[src/rtl/ysyx_23060061_bus_pkg.sv]
// Shared definitions for the IFU/LSU memory arbiter: FSM states, master IDs
// and the default bus widths.
package ysyx_23060061_bus_pkg;

    typedef enum logic [1:0] {
        IDLE = 2'd0,
        REQ  = 2'd1,
        RSP  = 2'd2
    } arb_state_e;

    typedef enum logic {
        M_IFU = 1'b0,
        M_LSU = 1'b1
    } master_id_e;

    localparam int BUS_ADDR_W = 32;
    localparam int BUS_DATA_W = 32;
    localparam int BUS_MASK_W = BUS_DATA_W / 8;

endpackage

[src/rtl/ysyx_23060061_rr_pick.sv]
// Two-input round-robin picker: on a tie the master not granted last wins.
// Purely combinational; the caller owns the last-grant register.
module ysyx_23060061_rr_pick
    import ysyx_23060061_bus_pkg::*;
(
    input  logic [1:0] req,
    input  master_id_e last,
    output master_id_e grant,
    output logic       any
);

    // NOTE: every output gets a default first, so no path leaves one unassigned and infers a latch.
    always_comb begin
        any   = |req;
        grant = M_IFU;
        if (req == 2'b11) begin
            grant = (last == M_IFU) ? M_LSU : M_IFU;
        end else if (req[1]) begin
            grant = M_LSU;
        end
    end

endmodule

[src/rtl/ysyx_23060061_mem_arbiter.sv]
// Shares one memory slave port between the IFU (m0) and LSU (m1). One transaction
// at a time, round-robin between masters, response routed back to the owner.
module ysyx_23060061_mem_arbiter
    import ysyx_23060061_bus_pkg::*;
#(
    parameter int ADDR_W = BUS_ADDR_W,
    parameter int DATA_W = BUS_DATA_W
) (
    input  logic                  clk,
    input  logic                  rst,

    input  logic                  m0_req_valid,
    output logic                  m0_req_ready,
    input  logic                  m0_req_we,
    input  logic [ADDR_W-1:0]     m0_req_addr,
    input  logic [DATA_W-1:0]     m0_req_wdata,
    input  logic [DATA_W/8-1:0]   m0_req_wmask,
    output logic                  m0_rsp_valid,
    input  logic                  m0_rsp_ready,
    output logic [DATA_W-1:0]     m0_rsp_rdata,

    input  logic                  m1_req_valid,
    output logic                  m1_req_ready,
    input  logic                  m1_req_we,
    input  logic [ADDR_W-1:0]     m1_req_addr,
    input  logic [DATA_W-1:0]     m1_req_wdata,
    input  logic [DATA_W/8-1:0]   m1_req_wmask,
    output logic                  m1_rsp_valid,
    input  logic                  m1_rsp_ready,
    output logic [DATA_W-1:0]     m1_rsp_rdata,

    output logic                  s_req_valid,
    input  logic                  s_req_ready,
    output logic                  s_req_we,
    output logic [ADDR_W-1:0]     s_req_addr,
    output logic [DATA_W-1:0]     s_req_wdata,
    output logic [DATA_W/8-1:0]   s_req_wmask,
    input  logic                  s_rsp_valid,
    output logic                  s_rsp_ready,
    input  logic [DATA_W-1:0]     s_rsp_rdata,

    output logic                  busy
);

    arb_state_e state;
    master_id_e owner;
    master_id_e last_grant;
    master_id_e pick_grant;
    logic       pick_any;

    ysyx_23060061_rr_pick u_pick (
        .req   ({m1_req_valid, m0_req_valid}),
        .last  (last_grant),
        .grant (pick_grant),
        .any   (pick_any)
    );

    // Reset leaves last_grant at the LSU so the first tie goes to the IFU.
    // NOTE: sequential state uses non-blocking assignments so every register samples pre-edge values.
    always_ff @(posedge clk or negedge rst) begin
        if (!rst) begin
            state      <= IDLE;
            owner      <= M_IFU;
            last_grant <= M_LSU;
        end else begin
            case (state)
                IDLE: begin
                    if (pick_any) begin
                        owner <= pick_grant;
                        state <= REQ;
                    end
                end
                REQ: begin
                    if (s_req_ready) begin
                        state <= RSP;
                    end
                end
                RSP: begin
                    if (s_rsp_valid && s_rsp_ready) begin
                        last_grant <= owner;
                        state      <= IDLE;
                    end
                end
                default: state <= IDLE;
            endcase
        end
    end

    logic in_req;
    logic in_rsp;
    logic own_m0;

    assign in_req = (state == REQ);
    assign in_rsp = (state == RSP);
    assign own_m0 = (owner == M_IFU);
    assign busy   = (state != IDLE);

    // Slave-side request driven only from the registered owner, never from req_valid.
    always_comb begin
        s_req_valid = in_req;
        s_req_we    = 1'b0;
        s_req_addr  = '0;
        s_req_wdata = '0;
        s_req_wmask = '0;
        if (in_req) begin
            if (own_m0) begin
                s_req_we    = m0_req_we;
                s_req_addr  = m0_req_addr;
                s_req_wdata = m0_req_wdata;
                s_req_wmask = m0_req_wmask;
            end else begin
                s_req_we    = m1_req_we;
                s_req_addr  = m1_req_addr;
                s_req_wdata = m1_req_wdata;
                s_req_wmask = m1_req_wmask;
            end
        end
    end

    always_comb begin
        m0_req_ready = in_req &&  own_m0 && s_req_ready;
        m1_req_ready = in_req && !own_m0 && s_req_ready;

        m0_rsp_valid = in_rsp &&  own_m0 && s_rsp_valid;
        m1_rsp_valid = in_rsp && !own_m0 && s_rsp_valid;
        m0_rsp_rdata = (in_rsp &&  own_m0) ? s_rsp_rdata : '0;
        m1_rsp_rdata = (in_rsp && !own_m0) ? s_rsp_rdata : '0;

        s_rsp_ready  = in_rsp && (own_m0 ? m0_rsp_ready : m1_rsp_ready);
    end

endmodule

[config.mk]
export PLATFORM = sky130hd
export DESIGN_NAME = ysyx_23060061_mem_arbiter
export DESIGN_NICKNAME = d
export VERILOG_FILES = /design/src/rtl/ysyx_23060061_bus_pkg.sv /design/src/rtl/ysyx_23060061_rr_pick.sv /design/src/rtl/ysyx_23060061_mem_arbiter.sv
export SDC_FILE = /design/constraint.sdc
export NUM_CORES = 1
export LEC_CHECK = 0
export BUFFER_PORTS_ARGS = -buffer_cell sky130_fd_sc_hd__clkbuf_2
export CAP_MARGIN = 20
export CORE_AREA = 2 2 124 126
export DETAILED_ROUTE_END_ITERATION = 8
export DIE_AREA = 0 0 126 128
export HOLD_SLACK_MARGIN = 0.15
export SYNTH_ARGS = -nofsm -noshare
export SYNTH_HDL_FRONTEND = slang
export SYNTH_SLANG_ARGS = --single-unit
export TNS_END_PERCENT = 10
[constraint.sdc]
create_clock -name clk -period 1.4 [get_ports clk]
set_clock_uncertainty 0.2 [all_clocks]
set_input_delay 0.28 -clock clk [delete_from_list [all_inputs] [get_ports clk]]
set_output_delay 0.28 -clock clk [all_outputs]
set_load 0.01 [all_outputs]
**Word level (Yosys, flattened, before mapping)**

Index checks and enable logic that the tools add are counted.

- Multiplexer cells: 18
- Bitwise operators: 1
- Reduce and logical (&&, ||, !) cells: 16
- Eq/ne operators: 6

Operators with widths:

| cell | count |
|---|---|
| $mux 32 | 6 |
| $logic_and 1x1->1 | 10 |
| $mux 4 | 2 |
| $mux 1 | 6 |
| $mux 2 | 3 |
| $pmux 2 s3 | 1 |
| $eq 2x2->1 const B | 2 |
| $ne 2x2->1 const B | 2 |
| $reduce_and 2->1 | 2 |
| $reduce_and 3->1 | 1 |
| $eq 2x1->1 const B | 1 |
| $logic_not 2->1 | 1 |
| $ne 2x1->1 const B | 1 |
| $reduce_bool 2->1 | 1 |
| $reduce_or 2->1 | 1 |
| $not 1->1 | 1 |

- Bits of input ports: 178
- Register bits: 4
- Logic and storage cells: 44
- Output and inout bits: 140

**Logic depth before layout (Yosys ltp)**

Gate-level depths: netlist (run 1).

- Depth after elaboration: 5
- Mapped depth: 5
- Depth with buffers taken out: 4

**Hierarchy**

From an unflattened synthesis (run 1), not the netlist that was laid out.

- Cells, all modules: 254
- Area, all modules: 1790.5 sq um

Modules (own cells, without submodules):

| module | times used | cells each | sequential area each (sq um) | area each (sq um) |
|---|---|---|---|---|
| ysyx_23060061_mem_arbiter | 1 | 252 | 101.3 | 1776.7 |
| ysyx_23060061_rr_pick | 1 | 2 | 0.0 | 13.8 |

**Least setup slack after synthesis (run 1)**

No wires, ideal clock.

- Path kind: flip-flop to output port
- Start: register state[1]
- End: output port s_req_addr[20]
- Path buffers: 3
- Data required time: 920 ps
- Slack: -199 ps
- Data arrival time: 1119 ps
- Cell stages (with the launch flop): 6
- Cells stage by stage: dfrtp_1 > nand2b_1 > buf_2 > buf_6 > buf_6 > nor2_1

- Word-level cells in the longest chain between the ends: 2

Ends and longest elaborated chain:

| what | RTL line | text |
|---|---|---|
| from (decl) | ysyx_23060061_mem_arbiter.sv:45 | `arb_state_e state;` |
| from (signal assigned) | ysyx_23060061_mem_arbiter.sv:62 | `state <= IDLE;` |
| from (signal assigned) | ysyx_23060061_mem_arbiter.sv:70 | `state <= REQ;` |
| from (signal assigned) | ysyx_23060061_mem_arbiter.sv:75 | `state <= RSP;` |
| $eq 2x1->1 | ysyx_23060061_mem_arbiter.sv:93 | `assign in_req = (state == REQ);` |
| $mux 32 | ysyx_23060061_mem_arbiter.sv:105 | `if (in_req) begin` |
| to (decl) | ysyx_23060061_mem_arbiter.sv:35 | `output logic [ADDR_W-1:0] s_req_addr,` |

No other way between the ends.

**Worst setup path after layout (run 1)**

- Start: register owner
- End: output port s_req_addr[10]

- Word-level cells in the longest chain between the ends: 2

Ends and longest elaborated chain:

| what | RTL line | text |
|---|---|---|
| from (decl) | ysyx_23060061_mem_arbiter.sv:46 | `master_id_e owner;` |
| from (signal assigned) | ysyx_23060061_mem_arbiter.sv:69 | `owner <= pick_grant;` |
| $mux 32 | ysyx_23060061_mem_arbiter.sv:106 | `if (own_m0) begin` |
| $mux 32 | ysyx_23060061_mem_arbiter.sv:105 |  |

No other way between the ends.

==> results of run 1 <==
worst max-delay path, cell delays in order, from the launching register on:
cell	delay [ns]
dfrtp_4	0.52
buf_12	0.17
buf_12	0.15
mux2i_1	0.18
nor2_1	0.06
clkbuf_2	0.13
area by class of cell:
class | count | area share (%)
Clock buffer | 4 | 1.96
Tap cell | 188 | 5.85
Multi-Input combinational cell | 223 | 41.1
Sequential cell | 4 | 2.61
Inverter | 3 | 0.280
Timing Repair Buffer | 347 | 48.2
cells by family after synthesis:
kind of cell	Yosys count	share of synthesized area, %
muxes	71	40.0
AOI/OAI and AO/OA	4	1.34
DFF	4	5.70
buffers and inverters	25	10.1
and+or+nand+nor	148	42.9
path summary, 6_finish.rpt:
check / from / endpoint / cells after the start
max: owner / s_req_addr[10] / 5
min reg2reg: last_grant / last_grant / 1
min in group asynchronous: rst / state[0] / 2
min: s_req_ready / state[1] / 3
max reg2reg: owner / last_grant / 4
max in group asynchronous: rst / last_grant / 2
sequential cells by signal (all words and copies together), names as in the netlist:
register	flops
owner	1
last_grant	1
state	2
what timing repair did:
item	in CTS	in global routing
pin swaps	2	1
hold buffers	4	0
gates resized for setup	12	48
setup endpoints to repair	143	143
endpoints found under the hold margin	6	0
buffers inserted	0	0
cells in the final DEF (no fill, tap or decap), types with 2 or more instances in the layout:
cell and n:
nor2_4 13, and2_4 3, dlygate4sd3_1 4, buf_6 3
clkbuf_16 3, dfrtp_1 2, nand2b_4 2, inv_1 2
mux2i_1 58, buf_2 40, nor2_1 62, mux2i_2 11
and2_1 63, buf_4 18, buf_12 8, clkbuf_2 274
metal layers:
layer | vias to the layer above | GRT usage (%) | wire length (µm)
met2 | 152 | 15.7 | 4340
met4 | 0 | 1.49 | 51
li1 | 1475 | - | -
met3 | 6 | 1.13 | 646
met1 | 1266 | 10.9 | 3250
met5 | - | 0 | 0
metrics by stage:
step	worst slack [ns]	instance area, µm²	hold WS (ns)	util (%)	instances
2_1_floorplan	-0.147	1910	-0.216	-	252
3_3_place_gp	-0.302	3840	-0.105	25.8	761
3_5_place_dp	-0.301	3840	-0.106	25.8	761
4_1_cts	-0.543	4000	0.148	26.9	769
5_1_grt	-0.598	4020	0.174	27.1	769
6_report	-0.541	4020	0.150	27.1	769
cells in the mapped netlist, types with 2 or more instances:
library cell	number	area, µm²
clkbuf_2	5	25.0
inv_1	3	11.3
dfrtp_1	3	75.1
and2_1	66	413
nand2b_1	2	12.5
buf_6	9	101
nor2_4	2	22.5
buf_2	6	30.0
mux2i_1	70	701
nor2_1	73	274
power groups by stage:
stage | Clock [W] | Sequential, W | Combinational (W)
6_report | 0.000462 | 0.000265 | 0.00550
3_3_place_gp | 0 | 0.000263 | 0.00538
2_1_floorplan | 0 | 0.000230 | 0.00339
5_1_grt | 0.000477 | 0.000280 | 0.00593
4_1_cts | 0.000471 | 0.000268 | 0.00553
3_5_place_dp | 0 | 0.000270 | 0.00539
==> metrics.md, run 1 <==
| Metric | Value |
|---|---|
| Die Span Y | `128 µm` |
| Number of DRC markers in iteration 0 | `93` |
| Max cap viols | `0` |
| Predominant post-synthesis flop cell | `dfrtp_1` |
| TritonCTS buffer count | `3` |
| Final Hold Viols | `0` |
| Initial antenna violation count | `0` |
| GPL Wtd Cong | `0.813` |
| Avg Cell Area, Syn | `7.06 µm²` |
| Vias/cell | `3.77` |
| TritonCTS clock tree | `built` |
| CP Data Arrival Time | `1.46 ns` |
| Share of power burned in the clock network | `7.4%` |
| Synthesized area | `0.00178 mm²` |
| Multi-input logic area | `0.00165 mm²` |
| CTS H-tree lvls | `1` |
| PortBufs | `317` |
| #FFs+latches synth | `4` |
| # diodes | `0` |
| Number of global-route vias before repair | `2377` |
| Int Power | `0.00327 W` |
| IO Pins | `318` |
| Crit path capture type | `primary output` |
| 1st-pass router iterations | `7` |
| EDFF count, synth | `0` |
| Power per Cell Area | `1550 mW/mm²` |
| Final setup TNS | `-62.19 ns` |
| Final HPWL DP | `7.21 mm` |
| Fin worst setup slack | `-0.541 ns` |
| Clock sinks | `4` |
| Async S/R FF share, synth | `100%` |
| Max IR drop VDD | `0.776 mV` |
| DIE WIDTH | `126 µm` |
| Net Sw Power | `0.00296 W` |
| Layout net count | `760` |
| FF+latch area | `105 µm²` |
| Switching Share | `47.5%` |
| # DRC | `0` |
| Worst slew margin | `84.3%` |
| Largest net degree at the start of global routing | `58` |
| Starting Density | `12.0%` |
| Die area | `0.0161 mm²` |
| Layout cells sized above 1 | `65.6%` |
| Outcome | `finished, violations left` |
| P_leak | `2.51 nW` |
| Mapped Cells | `252` |
| Post-detailed-route count of antenna-violating nets | `0` |
| Max Freq | `0.515 GHz` |
| Congestion Overflow GR | `0` |
| Final Total Pwr | `0.00623 W` |
| CTS Buffer Depth | `2` |
| Vias | `2899` |
| Hold WC Path Type | `primary input to register` |
| # rows | `45` |
| RSZ-0062 raised after global routing | `yes` |
| Worst Setup Start Kind | `register` |
| Core area | `0.0149 mm²` |
| WS Path Type | `register to primary output` |
| WP data required | `0.92 ns` |
| Clock Pin Slew Worst Setup and Hold Paths | `0.03 ns` |
| Flop pwr share | `4.2%` |
| Clk Latency, worst-skew pair | `0.23 ns` |
| Final wirelength | `8.28 mm` |
| Area Overhead vs Synth | `126%` |
| GRT Util Overall | `8.59%` |
| Final period util | `139%` |
| Total of fill cells in the finished design | `1632` |
| Final setup vio count | `141` |
| Gate power share | `88.3%` |
| First-pass GRT wire length | `11.7 mm` |
| Final Critical Period | `1.94 ns` |
| Count of cell types in the netlist | `23` |
| Routed len/inst | `10.8 µm` |
| R2r setup slk | `-0.26 ns` |
| Root Driver | `clkbuf_16` |
| Least-Margin Pin Slew | `0.231 ns` |
| Slew Limit Fails | `0` |
| Synth Net Count | `430` |
| Register area share after synthesis | `5.70%` |
| Failing checks | `negative setup slack` |
| Synth warnings | `0` |
| Critical Path Fanout Max | `13` |
Note: power is estimated with default switching activity, not from simulation.
==> run 2: changes to the inputs <==
Settings changed: CELL_PAD_IN_SITES_DETAIL_PLACEMENT from default to 0, CELL_PAD_IN_SITES_GLOBAL_PLACEMENT from default to 2, CORE_AREA 2 2 124 126 to default, CORE_ASPECT_RATIO from default to 0.8, CORE_UTILIZATION from default to 10, DIE_AREA 0 0 126 128 to default, PLACE_DENSITY_LB_ADDON from default to 0.1.
==> run 2 against run 1 <==
The run still ends with negative setup slack left. Via count rose by 0.52%. Critical path depth stayed put. Flip-flop and latch count is the same. Utilization is 3.3 points lower. Design area grew 2.8%. Combinational power increased by 5.1%. First-iteration DRC count decreased by 31%. Critical path type unchanged. Critical endpoint is now s_req_wdata[12]. Largest cell class unchanged. Largest power group unchanged.
==> metrics.md, run 2 (synthesized netlist as in run 1, its figures left out) <==
| Metric | Value |
|---|---|
| Number of global-route vias before repair | `2704` |
| Worst Setup Start Kind | `register` |
| WS Path Type | `register to primary output` |
| Area Overhead vs Synth | `133%` |
| Root Driver | `clkbuf_16` |
| PortBufs | `317` |
| Clock Pin Slew Worst Setup and Hold Paths | `0.03 ns` |
| Max Freq | `0.517 GHz` |
| Largest register FFs | `2` |
| Max IR drop VDD | `0.495 mV` |
| Critical-path top delay cell | `dfrtp_4` |
| Total of fill cells in the finished design | `1945` |
| Worst flop-to-flop path endpoint | `last_grant` |
| GR peak layer | `met2` |
| # rows | `43` |
| Final period util | `138%` |
| Worst hold slack | `0.140 ns` |
| Number of DRC markers in iteration 0 | `64` |
| # diodes | `0` |
| R2R depth | `4` |
| First-pass GRT wire length | `13.8 mm` |
| Starting Density | `10.2%` |
| Outcome | `finished, violations left` |
| Failing checks | `negative setup slack` |
| Vias/cell | `3.60` |
| Most frequent cells in the layout | `264 x clkbuf_2, 63 x and2_1, 61 x nor2_1` |
| GRT met2 Usage | `20.2%` |
| Slew Limit Fails | `0` |
| Layout cells sized above 1 | `65.8%` |
| Power per Cell Area | `1580 mW/mm²` |
| Die Span Y | `121 µm` |
| Setup Slack @ Placement | `-0.338 ns` |
| Largest regs | `state x2, last_grant x1, owner x1` |
| CTS H-tree lvls | `1` |
| Finished Layout Cells | `809` |
| CP Cell Sequence | `buf_12 -> buf_4 -> mux2i_1 -> nor2_1 -> buf_2` |
| Routed len/inst | `12.4 µm` |
| R2r setup slk | `-0.33 ns` |
| Max cap viols | `0` |
| CTS Buffer Depth | `2` |
| P_leak | `2.54 nW` |
| Die area | `0.0183 mm²` |
| Congestion Overflow GR | `0` |
| IO Pins | `318` |
| Vias | `2914` |
| Final HPWL DP | `8.63 mm` |
| R2R Path Start | `owner` |
| FF+latch area | `105 µm²` |
| Final Critical Period | `1.93 ns` |
| Multi-input logic area | `0.00166 mm²` |
| Fin worst setup slack | `-0.534 ns` |
| Hold WC Path Type | `primary input to register` |
| Least-Margin Pin Slew | `0.226 ns` |
| WP data required | `0.92 ns` |
| Layout net count | `763` |
| TritonCTS clock tree | `built` |
| Crit path capture type | `primary output` |
| DIE WIDTH | `151 µm` |
| # DRC | `0` |
| Clock sinks | `4` |
| Worst Hold Launch | `s_req_ready` |
| Post-detailed-route count of antenna-violating nets | `0` |
| GPL Wtd Cong | `0.751` |
| Initial antenna violation count | `0` |
| CP delay by family, top | `flip-flops` |
| Largest net degree at the start of global routing | `34` |
| TritonCTS buffer count | `3` |
| GRT Util Overall | `9.74%` |
| Final Hold Viols | `0` |
| RSZ-0062 raised after global routing | `yes` |
| Buffers & Inverters on Critical Path | `3` |
| Placed Instances | `796` |
| Final setup vio count | `142` |
| Final wirelength | `10.1 mm` |
| Hold Path Depth | `3` |
| Critical Path Max Stage Delay | `0.54 ns` |
| Clk Latency, worst-skew pair | `0.23 ns` |
| Final Total Pwr | `0.00653 W` |
| CP Data Arrival Time | `1.45 ns` |
| Critical Path Fanout Max | `13` |
| Worst slew margin | `84.6%` |
| Most common cell after layout, fill and taps aside | `clkbuf_2` |
| Largest Register | `state` |
| Core area | `0.0174 mm²` |
| Met1 Resource Use GR | `9.95%` |
| 1st-pass router iterations | `4` |
| Hold Crit Endpoint | `state[1]` |
| Met3 usage | `2.14%` |
## run 2: cell types whose count changed in the layout (fill, tap and decap cells not counted), sizes merged
cell / delta
buf: +11
clkbuf: -8
## run 2: report_power, final
part	total, W	leakage [nW]	internal (W)	switching, W
combinational	0.00578	2.46	0.00286	0.00292
sequential	0.000283	0.0455	0.000193	0.0000893
clock	0.000468	0.0382	0.000377	0.0000909
## run 2: how the worst max path moves through the flow
stage               cells after the start      from               to  slack [ns]
finish                                  5     owner  s_req_wdata[12]       -0.53
global route                            5     owner  s_req_wdata[16]       -0.63
CTS                                     5     owner  s_req_wdata[29]       -0.56
detailed placement                      4     owner   s_req_addr[25]       -0.34
global placement                        5     owner  s_req_wdata[27]       -0.31
floorplan                               5  state[1]   s_req_addr[20]       -0.15
## run 2: area by class of cell
class	instances	share of cell area, %
repair buffers	350	48.3
inverters	3	0.333
well taps	225	6.80
flip-flops and latches	4	2.54
multi-input cells	223	40.1
clock buffers	4	1.91
## run 2: what timing repair did
item                                   CTS  global route
pin swaps                                2             1
gates cloned                             0             1
endpoints found under the hold margin    6             0
setup buffers                            0             4
setup endpoints to repair              142           142
resized for setup                       16            59
hold buffers                             4             0
## run 2: worst register-to-register path: stages (launching register included)
cell	delay, ns
dfrtp_4	0.54
buf_4	0.19
mux2i_4	0.19
nor3b_2	0.19
mux2_1	0.34
## run 2: through the flow
stage	area, µm²	util [%]	TNS [ns]
6_report	4140	23.8	-66.88
2_1_floorplan	1910	-	-14.19
5_1_grt	4140	23.8	-78.19
3_5_place_dp	3870	22.3	-36.17
4_1_cts	4060	23.3	-70.24
3_3_place_gp	3870	22.3	-34.81
## run 2: metal layers
metal,up-vias,share of wire [%]
met5,-,0
li1,1486,-
met3,2,8.8
met4,0,0.40
met1,1262,37
met2,164,54
